`src/rtl/s27_sig_analyzer_if.sv`:
```
// rtl/s27_sig_analyzer_if.sv - response-side bus of the s27 signature analyzer
// ABORT exists only when S27_SIG_ABORT_EN is defined.
interface s27_sig_analyzer_if #(
  parameter int SIG_W = 16
);
  logic             START;
  logic             G17;
  logic             BUSY;
  logic             DONE;
  logic             PASS;
  logic [SIG_W-1:0] SIG;
`ifdef S27_SIG_ABORT_EN
  logic             ABORT;
`endif

  modport master (
`ifdef S27_SIG_ABORT_EN
    output ABORT,
`endif
    output START,
    output G17,
    input  BUSY,
    input  DONE,
    input  PASS,
    input  SIG
  );

  modport slave (
`ifdef S27_SIG_ABORT_EN
    input  ABORT,
`endif
    input  START,
    input  G17,
    output BUSY,
    output DONE,
    output PASS,
    output SIG
  );
endinterface

```
`src/rtl/s27_sig_analyzer.sv`:
```
// rtl/s27_sig_analyzer.sv - warm-up, CRC-style compaction of G17 and golden compare
// Optional run abort input is built in when S27_SIG_ABORT_EN is defined.
module s27_sig_analyzer #(
  parameter int               SIG_W   = 16,
  parameter logic [SIG_W-1:0] POLY    = 16'h1021,
  parameter logic [SIG_W-1:0] SEED    = '0,
  parameter int               WARM    = 3,
  parameter int               WIN_LEN = 64,
  parameter logic [SIG_W-1:0] GOLDEN  = '0
) (
  input  logic                CK,
  input  logic                RST,
  s27_sig_analyzer_if.slave   bus
);

  localparam int MAX_CNT = (WARM > WIN_LEN) ? WARM : WIN_LEN;
  localparam int CNT_W   = (MAX_CNT < 2) ? 1 : $clog2(MAX_CNT + 1);
  localparam logic [CNT_W-1:0] WARM_LAST = CNT_W'((WARM > 0) ? WARM - 1 : 0);
  localparam logic [CNT_W-1:0] WIN_LAST  = CNT_W'(WIN_LEN - 1);

  typedef enum logic [1:0] {
    ST_IDLE,
    ST_WARMUP,
    ST_CAPTURE,
    ST_DONE
  } state_t;

  state_t           state_q, state_d;
  logic [CNT_W-1:0] cnt_q, cnt_d;
  logic [SIG_W-1:0] sig_q, sig_d;
  logic [SIG_W-1:0] sig_shift;
  logic             fb;
  logic             busy_q, busy_d;
  logic             done_q, done_d;
  logic             pass_q, pass_d;
  logic             abort;

`ifdef S27_SIG_ABORT_EN
  assign abort = bus.ABORT;
`else
  assign abort = 1'b0;
`endif

  always_comb begin
    state_d   = state_q;
    cnt_d     = cnt_q;
    sig_d     = sig_q;
    pass_d    = pass_q;
    fb        = sig_q[SIG_W-1] ^ bus.G17;
    sig_shift = {sig_q[SIG_W-2:0], 1'b0} ^ (fb ? POLY : '0);

    case (state_q)
      ST_IDLE, ST_DONE: begin
        if (bus.START) begin
          sig_d   = SEED;
          cnt_d   = '0;
          pass_d  = 1'b0;
          state_d = (WARM == 0) ? ST_CAPTURE : ST_WARMUP;
        end
      end
      ST_WARMUP: begin
        if (abort) begin
          state_d = ST_IDLE;
          cnt_d   = '0;
          sig_d   = '0;
        end else if (cnt_q == WARM_LAST) begin
          state_d = ST_CAPTURE;
          cnt_d   = '0;
        end else begin
          cnt_d = cnt_q + CNT_W'(1);
        end
      end
      ST_CAPTURE: begin
        if (abort) begin
          state_d = ST_IDLE;
          cnt_d   = '0;
          sig_d   = '0;
        end else begin
          sig_d = sig_shift;
          // Verdict is taken from the final signature on the same edge it lands.
          if (cnt_q == WIN_LAST) begin
            state_d = ST_DONE;
            cnt_d   = '0;
            pass_d  = (sig_shift == GOLDEN);
          end else begin
            cnt_d = cnt_q + CNT_W'(1);
          end
        end
      end
      default: begin
        state_d = ST_IDLE;
        cnt_d   = '0;
        sig_d   = '0;
        pass_d  = 1'b0;
      end
    endcase

    busy_d = (state_d == ST_WARMUP) || (state_d == ST_CAPTURE);
    done_d = (state_d == ST_DONE);
  end

  always_ff @(posedge CK) begin
    if (RST) begin
      state_q <= ST_IDLE;
      cnt_q   <= '0;
      sig_q   <= '0;
      busy_q  <= 1'b0;
      done_q  <= 1'b0;
      pass_q  <= 1'b0;
    end else begin
      state_q <= state_d;
      cnt_q   <= cnt_d;
      sig_q   <= sig_d;
      busy_q  <= busy_d;
      done_q  <= done_d;
      pass_q  <= pass_d;
    end
  end

  assign bus.BUSY = busy_q;
  assign bus.DONE = done_q;
  assign bus.PASS = pass_q;
  assign bus.SIG  = sig_q;

endmodule

```
`src/flat_wrapper.sv`:
```
// flat-port wrapper written by rule: the top's interface ports become plain ports
module s27_sig_analyzer_flat 
#(
  parameter int               SIG_W   = 16,
  parameter logic [SIG_W-1:0] POLY    = 16'h1021,
  parameter logic [SIG_W-1:0] SEED    = '0,
  parameter int               WARM    = 3,
  parameter int               WIN_LEN = 64,
  parameter logic [SIG_W-1:0] GOLDEN  = '0
)
  (CK, RST, bus_START, bus_G17, bus_BUSY, bus_DONE, bus_PASS, bus_SIG);
  s27_sig_analyzer_if #(.SIG_W(SIG_W)) bus_i ();
  input  logic CK;
  input  logic RST;
  input wire logic [$bits(bus_i.START)-1:0] bus_START;
  input wire logic [$bits(bus_i.G17)-1:0] bus_G17;
  output wire logic [$bits(bus_i.BUSY)-1:0] bus_BUSY;
  output wire logic [$bits(bus_i.DONE)-1:0] bus_DONE;
  output wire logic [$bits(bus_i.PASS)-1:0] bus_PASS;
  output wire logic [$bits(bus_i.SIG)-1:0] bus_SIG;
  assign bus_i.START = bus_START;
  assign bus_i.G17 = bus_G17;
  assign bus_BUSY = bus_i.BUSY;
  assign bus_DONE = bus_i.DONE;
  assign bus_PASS = bus_i.PASS;
  assign bus_SIG = bus_i.SIG;
  s27_sig_analyzer #(.SIG_W(SIG_W), .POLY(POLY), .SEED(SEED), .WARM(WARM), .WIN_LEN(WIN_LEN), .GOLDEN(GOLDEN)) u_core (.CK(CK), .RST(RST), .bus(bus_i));
endmodule
```
`config.mk`:
```
export PLATFORM = sky130hd
export DESIGN_NAME = s27_sig_analyzer_flat
export DESIGN_NICKNAME = d
export VERILOG_FILES = /design/src/rtl/s27_sig_analyzer_if.sv /design/src/rtl/s27_sig_analyzer.sv /design/src/flat_wrapper.sv
export SDC_FILE = /design/constraint.sdc
export NUM_CORES = 1
export LEC_CHECK = 0
export ABC_CLOCK_PERIOD_IN_PS = 2100
export BUFFER_PORTS_ARGS = -buffer_cell sky130_fd_sc_hd__buf_2
export CAP_MARGIN = 20
export CORE_ASPECT_RATIO = 1.25
export CORE_MARGIN = 2
export CORE_UTILIZATION = 56
export CTS_CLUSTER_SIZE = 16
export DETAILED_ROUTE_END_ITERATION = 16
export PLACE_DENSITY = 0.79
export SLEW_MARGIN = 20
export SYNTH_ARGS = -nofsm -noshare
export SYNTH_HDL_FRONTEND = slang
export SYNTH_SLANG_ARGS = --single-unit
```
`constraint.sdc`:
```
create_clock -name CK -period 2.1 [get_ports CK]
set_input_delay 0.315 -clock CK [delete_from_list [all_inputs] [get_ports CK]]
set_output_delay 0.315 -clock CK [all_outputs]
set_load 0.01 [all_outputs]
```
# ---- Word-level counts from Yosys, hierarchy flattened
# Index checks and enable logic that the tools add are counted.
dict set report totals {
  inputBits 4
  register_bits 28
  elab_cells 41
  out_inout_bits 19
}
dict set report classes {
  add_sub_neg 1
  n_bitwise 3
  n_eq_ne 10
  n_reduce_logical 7
  n_mux 14
}
# operator n
set op_table {}
lappend op_table {{16-bit one-hot mux with 2 select lines} 1}
lappend op_table {{7-bit 2-to-1 mux} 3}
lappend op_table {{7-bit one-hot mux with 3 select lines} 1}
lappend op_table {{16-bit logical NOT} 1}
lappend op_table {{16-bit 2-to-1 mux} 1}
lappend op_table {{16-bit bitwise XOR} 1}
lappend op_table {{13-bit 2-to-1 mux} 1}
lappend op_table {{2-bit equality test, second input constant} 4}
lappend op_table {{7-bit by 1-bit adder with 7-bit output, second input constant} 1}
lappend op_table {{7-bit by 2-bit equality test with 1-bit output, second input constant} 1}
lappend op_table {{7-bit by 6-bit equality test with 1-bit output, second input constant} 1}
lappend op_table {{2-bit 2-to-1 mux} 3}
lappend op_table {{2-bit one-hot mux with 3 select lines} 1}
lappend op_table {{2-bit by 1-bit equality test with 1-bit output, second input constant} 2}
lappend op_table {{3-bit AND reduction} 1}
lappend op_table {{2-bit logical NOT} 1}
lappend op_table {{1-bit 2-to-1 mux} 2}
lappend op_table {{2-bit by 1-bit inequality test with 1-bit output, second input constant} 1}
lappend op_table {{2-bit inequality test, second input constant} 1}
lappend op_table {{1-bit one-hot mux with 2 select lines} 1}
lappend op_table {{2-bit AND reduction} 1}
lappend op_table {{2-bit nonzero test} 1}
lappend op_table {{2-bit OR reduction} 1}
lappend op_table {{1-bit logical OR} 1}
lappend op_table {{other kinds (2)} 2}

# ---- Depth between registers and ports, before layout
dict set report depth {
  ltp_word 6
  depth_mapped 9
  ltp_nobuf 8
}

# ---- Worst setup path after synthesis
# OpenSTA, ideal clock, no wires.
dict set report synth_timing {
  path_type {register to register}
  from {register u_core.state_q[0]}
  to {register u_core.busy_q (netlist: u_core.bus.BUSY)}
  n_path_buf 1
  setup_slack_ps 398
  synth_period_minus_slack_ps 1702
  stages_incl_launch_ff 8
  arrival_time_ps 1574
  t_required_ps 1972
  path_cell_list {dfxtp_1 inv_1 ha_1 buf_4 o31ai_4 nand3_1 ha_1 nor2b_1}
}
dict set report synth_between {
  elab_chain_cells 5
  word_cells_on_any_way 12
  cone_classes {5 x eq/ne; 4 x mux; 3 x reduce/logical}
}
# element line
set synth_lines {}
lappend synth_lines {{start, declared} s27_sig_analyzer.sv:28} ;# state_t state_q, state_d;
lappend synth_lines {{start signal, assigned} s27_sig_analyzer.sv:111} ;# state_q <= state_d;
lappend synth_lines {{2-bit equality test / 2-bit logical NOT (equally long branches)} s27_sig_analyzer.sv:52} ;# case (state_q)
lappend synth_lines {{2-bit OR reduction} s27_sig_analyzer.sv:52}
lappend synth_lines {{2-bit one-hot mux with 3 select lines (*)} s27_sig_analyzer.sv:52}
lappend synth_lines {{via u_core.state_d[0]} s27_sig_analyzer.sv:28}
lappend synth_lines {{2-bit by 1-bit equality test with 1-bit output / 2-bit equality test (equally long branches)} s27_sig_analyzer.sv:98} ;# busy_d = (state_d == ST_WARMUP) || (state_d == ST_CAPTURE);
lappend synth_lines {{1-bit logical OR (*)} s27_sig_analyzer.sv:98}
lappend synth_lines {{via u_core.busy_d} s27_sig_analyzer.sv:33} ;# logic busy_q, busy_d;
lappend synth_lines {{end signal, assigned} s27_sig_analyzer.sv:114} ;# busy_q <= busy_d;
lappend synth_lines {{end, declared} s27_sig_analyzer.sv:33}
# The timed path passes the listed nets; every way through them passes the cells marked *.
# A chain may end at the register's enable or synchronous reset.

# ---- Worst setup path in the final report
dict set report layout_timing {
  from {register u_core.state_q[0]}
  to {register u_core.busy_q (netlist: u_core.bus.BUSY)}
}
dict set report layout_between {
  elab_chain_cells 5
  word_cells_on_any_way 12
  cone_classes {5 x eq/ne; 4 x mux; 3 x reduce/logical}
}
# element line
set layout_lines {}
lappend layout_lines {{2-bit equality test / 2-bit logical NOT (equally long branches)} s27_sig_analyzer.sv:52}
lappend layout_lines {{2-bit OR reduction} s27_sig_analyzer.sv:52}
lappend layout_lines {{2-bit one-hot mux with 3 select lines (*)} s27_sig_analyzer.sv:52}
lappend layout_lines {{2-bit by 1-bit equality test with 1-bit output / 2-bit equality test (equally long branches)} s27_sig_analyzer.sv:98}
lappend layout_lines {{1-bit logical OR (*)} s27_sig_analyzer.sv:98}
lappend layout_lines {{via u_core.busy_d} s27_sig_analyzer.sv:33}
# Marks and branches as above.

==> flow_summary_export.csv <==
group,metric,value,unit
yosys,yosysUniqueCellTypes,40,
clock_tree,clock_h_tree_levels,1,
yosys,async_flop_share,0,%
timing,rsz0062_at_grt,"false",
pwr,power.share.sequential,58.9,%
route,drt_first_iter_violations,27,
yosys,mappedNetlistNets,196,
route,drtPass1Iterations,4,
critical_path,worstSetupStartpointType,"register",
route,drcViolationCount,0,
placed_design,detailed_placer_s_ending_hpwl,2.39,mm
floorplan,die_area,3190,um^2
yosys,postSynthRegisterBits,28,
yosys,synthDominantAreaCellType,"sky130_fd_sc_hd__dfxtp_1",
timing,finalMaxSlewViolations,0,
global_routing,grt_use_total,23.1,%
yosys,synthMostInstantiatedCell,"sky130_fd_sc_hd__dfxtp_1",
pwr,sw_frac_of_total,26.0,%
status,status,"completed",
timing,final.period_utilization,93.0,%
route,vias,1372,
global_routing,grt_pass1_vias,1266,
yosys,synthesis.area,1540,um^2
clock_tree,cts_tree,"done",
yosys,ys_top_cells_by_count,"sky130_fd_sc_hd__dfxtp_1 (28), sky130_fd_sc_hd__nand2_1 (26), sky130_fd_sc_hd__nor2_1 (21)",
timing,totalNegativeSetupSlack,0,ps
yosys,post-synth-top-area-fraction,36.4,%
floorplan,top_level_ports,23,
yosys,synthesis.yosys.warnings,0,
timing,finalHoldViolations,0,
global_routing,global_route.overflow_total,0,
route,antenna_violating_nets_post_route,0,
clock_tree,cts_resized,0,
route,drt_via_density,5.67,
route,finalWirelength,3.37,mm
yosys,synth.yosys.seq_area_share,36.4,%
final_layout,drive_gt1_share,21.6,%
floorplan,dieHeight,62.6,um
clock_tree,number_of_sinks_driven_by_the_clock_tree,28,
placed_design,dp.cells,238,
pwr,p_comb_share,12.2,%
final_layout,nNetsFinal,218,
pwr,worst_ir_drop_vdd,0.420,mV
clock_tree,cts_post_setup_buffers_inserted,0,
critical_path,critical_path.max_fanout,9,
clock_tree,clock_path_buffers,2,
placed_design,gp_congestion,0.811,
yosys,synth.area.top_cells,"sky130_fd_sc_hd__dfxtp_1 (36%), sky130_fd_sc_hd__nand2_1 (6.3%), sky130_fd_sc_hd__a21oi_1 (6.2%)",
timing,skew,2.41,ps
critical_path,worstSetupPathType,"reg -> reg",
hold_path,hp-class,"in -> reg",
yosys,synth_area_per_cell,8.23,um^2
timing,fmaxAchievable,512,MHz
pwr,power.internal,678,uW
timing,final_period_minus_worst_setup_slack,1950,ps
clock_tree,clk-insertion-delay-late,320,ps
floorplan,die_w,50.9,um
final_layout,count_of_non_filler_cells_in_the_finished_layout,242,
clock_tree,postCtsHoldBufs,0,
pwr,power.clock.fraction,28.9,%
yosys,synth_edf_count,0,
yosys,yosys_most_used_dff,"sky130_fd_sc_hd__dfxtp_1",
clock_tree,ctsRootBufferMaster,"sky130_fd_sc_hd__clkbuf_4",
timing,timing.final.setup_violations,0,
clock_tree,clk_pin_slew,150,ps
global_routing,grt_start_max_net_pins,28,
placed_design,io_buffer_count,22,
pwr,power_switching,239,uW
global_routing,grt_antenna_before_repair,0,
critical_path,signal_arrival_time_at_the_worst_endpoint,2180,ps
floorplan,placement_rows,21,
final_layout,areaGrowthSynthToFinish,10.1,%
floorplan,floorplan.initialDensity,58.0,%
final_layout,diode_count,0,
floorplan,coreArea,2650,um^2
global_routing,grt_pass1_wl,5.87,mm
clock_tree,cts-buffers-inserted,3,
timing,tightest_slew,488,ps
timing,relSlewSlack,67.4,%
yosys,postSynthCellCount,187,
pwr,p_leak,0.682,nW
route,detail_route.wl_per_cell,13.9,um
pwr,power_density,541,nW/um^2
critical_path,cp-end-kind,"register",
job,maxCapViolCount,0,
critical_path,worst-endpoint-required,2320,ps
## stage by stage
stage	hold WS [ps]	util [%]	setup WS (ps)	instance area, um^2	power (mW)
3_5_place_dp	484	62.5	179	1660	0.662
6_report	308	63.8	147	1690	0.917
3_3_place_gp	471	62.5	313	1660	0.657
5_1_grt	304	63.8	62.1	1690	0.959
4_1_cts	299	63.8	162	1690	0.920
2_1_floorplan	462	-	398	1540	0.641
## state kept, by name, indices dropped and copies added, names as in the netlist
register,flops
u_core.state_q,2
u_core.cnt_q,7
u_core.bus.PASS,1
u_core.bus.DONE,1
u_core.bus.BUSY,1
u_core.bus.SIG,16
## cell usage in the layout (no fill, tap or decap)
cell | netlist | layout
sky130_fd_sc_hd__o211ai_1 | 4 | 4
sky130_fd_sc_hd__a31oi_1 | 2 | 2
sky130_fd_sc_hd__dfxtp_1 | 28 | 28
sky130_fd_sc_hd__and2_1 | 4 | 4
sky130_fd_sc_hd__o31ai_4 | 1 | 1
sky130_fd_sc_hd__nor3_1 | 14 | 14
sky130_fd_sc_hd__clkbuf_4 | 0 | 3
sky130_fd_sc_hd__a211oi_2 | 1 | 1
sky130_fd_sc_hd__inv_1 | 6 | 6
sky130_fd_sc_hd__a21oi_1 | 19 | 19
sky130_fd_sc_hd__nor4b_4 | 1 | 1
sky130_fd_sc_hd__nor2b_2 | 1 | 1
sky130_fd_sc_hd__nor4_4 | 1 | 1
sky130_fd_sc_hd__a2111oi_0 | 1 | 1
sky130_fd_sc_hd__xnor2_1 | 4 | 4
sky130_fd_sc_hd__inv_6 | 1 | 1
sky130_fd_sc_hd__nor2b_1 | 3 | 3
sky130_fd_sc_hd__mux2i_1 | 1 | 1
sky130_fd_sc_hd__o2111ai_1 | 2 | 2
sky130_fd_sc_hd__nor2_1 | 21 | 21
sky130_fd_sc_hd__o21ai_0 | 1 | 1
sky130_fd_sc_hd__nand3_1 | 9 | 9
sky130_fd_sc_hd__bufinv_8 | 1 | 1
sky130_fd_sc_hd__nand4_1 | 1 | 1
sky130_fd_sc_hd__buf_4 | 3 | 6
sky130_fd_sc_hd__buf_2 | 3 | 22
sky130_fd_sc_hd__nand2_1 | 26 | 26
sky130_fd_sc_hd__clkinv_1 | 1 | 1
sky130_fd_sc_hd__or4_4 | 1 | 1
sky130_fd_sc_hd__a21oi_4 | 2 | 2
sky130_fd_sc_hd__nor4_1 | 3 | 3
sky130_fd_sc_hd__ha_1 | 5 | 5
sky130_fd_sc_hd__and3_2 | 1 | 1
sky130_fd_sc_hd__nor3_2 | 1 | 1
sky130_fd_sc_hd__o221ai_1 | 1 | 1
sky130_fd_sc_hd__nand2b_1 | 1 | 1
sky130_fd_sc_hd__o21ai_2 | 1 | 1
sky130_fd_sc_hd__clkbuf_8 | 0 | 1
sky130_fd_sc_hd__o21ai_1 | 4 | 4
sky130_fd_sc_hd__and3b_1 | 2 | 2
## worst max-delay path, stage by stage (launching register included)
cell and delay (ps):
sky130_fd_sc_hd__dfxtp_1 450, sky130_fd_sc_hd__inv_1 70, sky130_fd_sc_hd__ha_1 530, sky130_fd_sc_hd__o21ai_0 220, sky130_fd_sc_hd__and2_1 210, sky130_fd_sc_hd__ha_1 260
sky130_fd_sc_hd__nor2b_1 120
## routing by layer
| layer | up-vias | track usage [%] | wire, um |
|---|---|---|---|
| met4 | 0 | 6.42 | 49 |
| met2 | 21 | 40.1 | 1740 |
| met1 | 653 | 29.8 | 1510 |
| met3 | 6 | 2.63 | 75 |
| met5 | - | 0 | 0 |
| li1 | 692 | - | - |
## area by class of cell
type | instances | area, um^2
clock buffers | 4 | 36.3
multi-input cells | 139 | 847
flip-flops and latches | 28 | 561
fillers | 254 | 960
inverters | 9 | 52.6
repair buffers | 28 | 155
well taps | 34 | 42.5
## path summary, 6_finish.rpt
check                    start           endpoint  slack, ps  cells after the start
max          u_core.state_q[0]    u_core.bus.BUSY        150                      6
min                  bus_START  u_core.state_q[0]        310                      3
max reg2reg  u_core.state_q[0]    u_core.bus.BUSY        150                      6
min reg2reg  u_core.bus.SIG[5]  u_core.bus.SIG[5]        500                      2
## kinds of logic (layout without fill, tap and decap cells)
family | count (synthesis) | count (layout) | synth area share (%)
flip-flops | 28 | 28 | 36.4
XOR/XNOR | 4 | 4 | 2.28
buffers and inverters | 20 | 41 | 8.54
multiplexers | 1 | 1 | 0.650
AND/OR/NAND/NOR | 90 | 90 | 30.3
adder cells (fa/ha/maj) | 5 | 5 | 4.07
AO/OA/AOI/OAI | 39 | 39 | 17.7
## power groups by stage
stage / clock, mW / sequential, mW / combinational [mW]
after floorplan: 0 / 0.551 / 0.0898
after global placement: 0 / 0.550 / 0.107
after detailed placement: 0 / 0.551 / 0.111
after global routing: 0.295 / 0.541 / 0.123
final: 0.265 / 0.540 / 0.112
after CTS: 0.269 / 0.540 / 0.112
No activity file was read; power rests on OpenSTA's default activity.
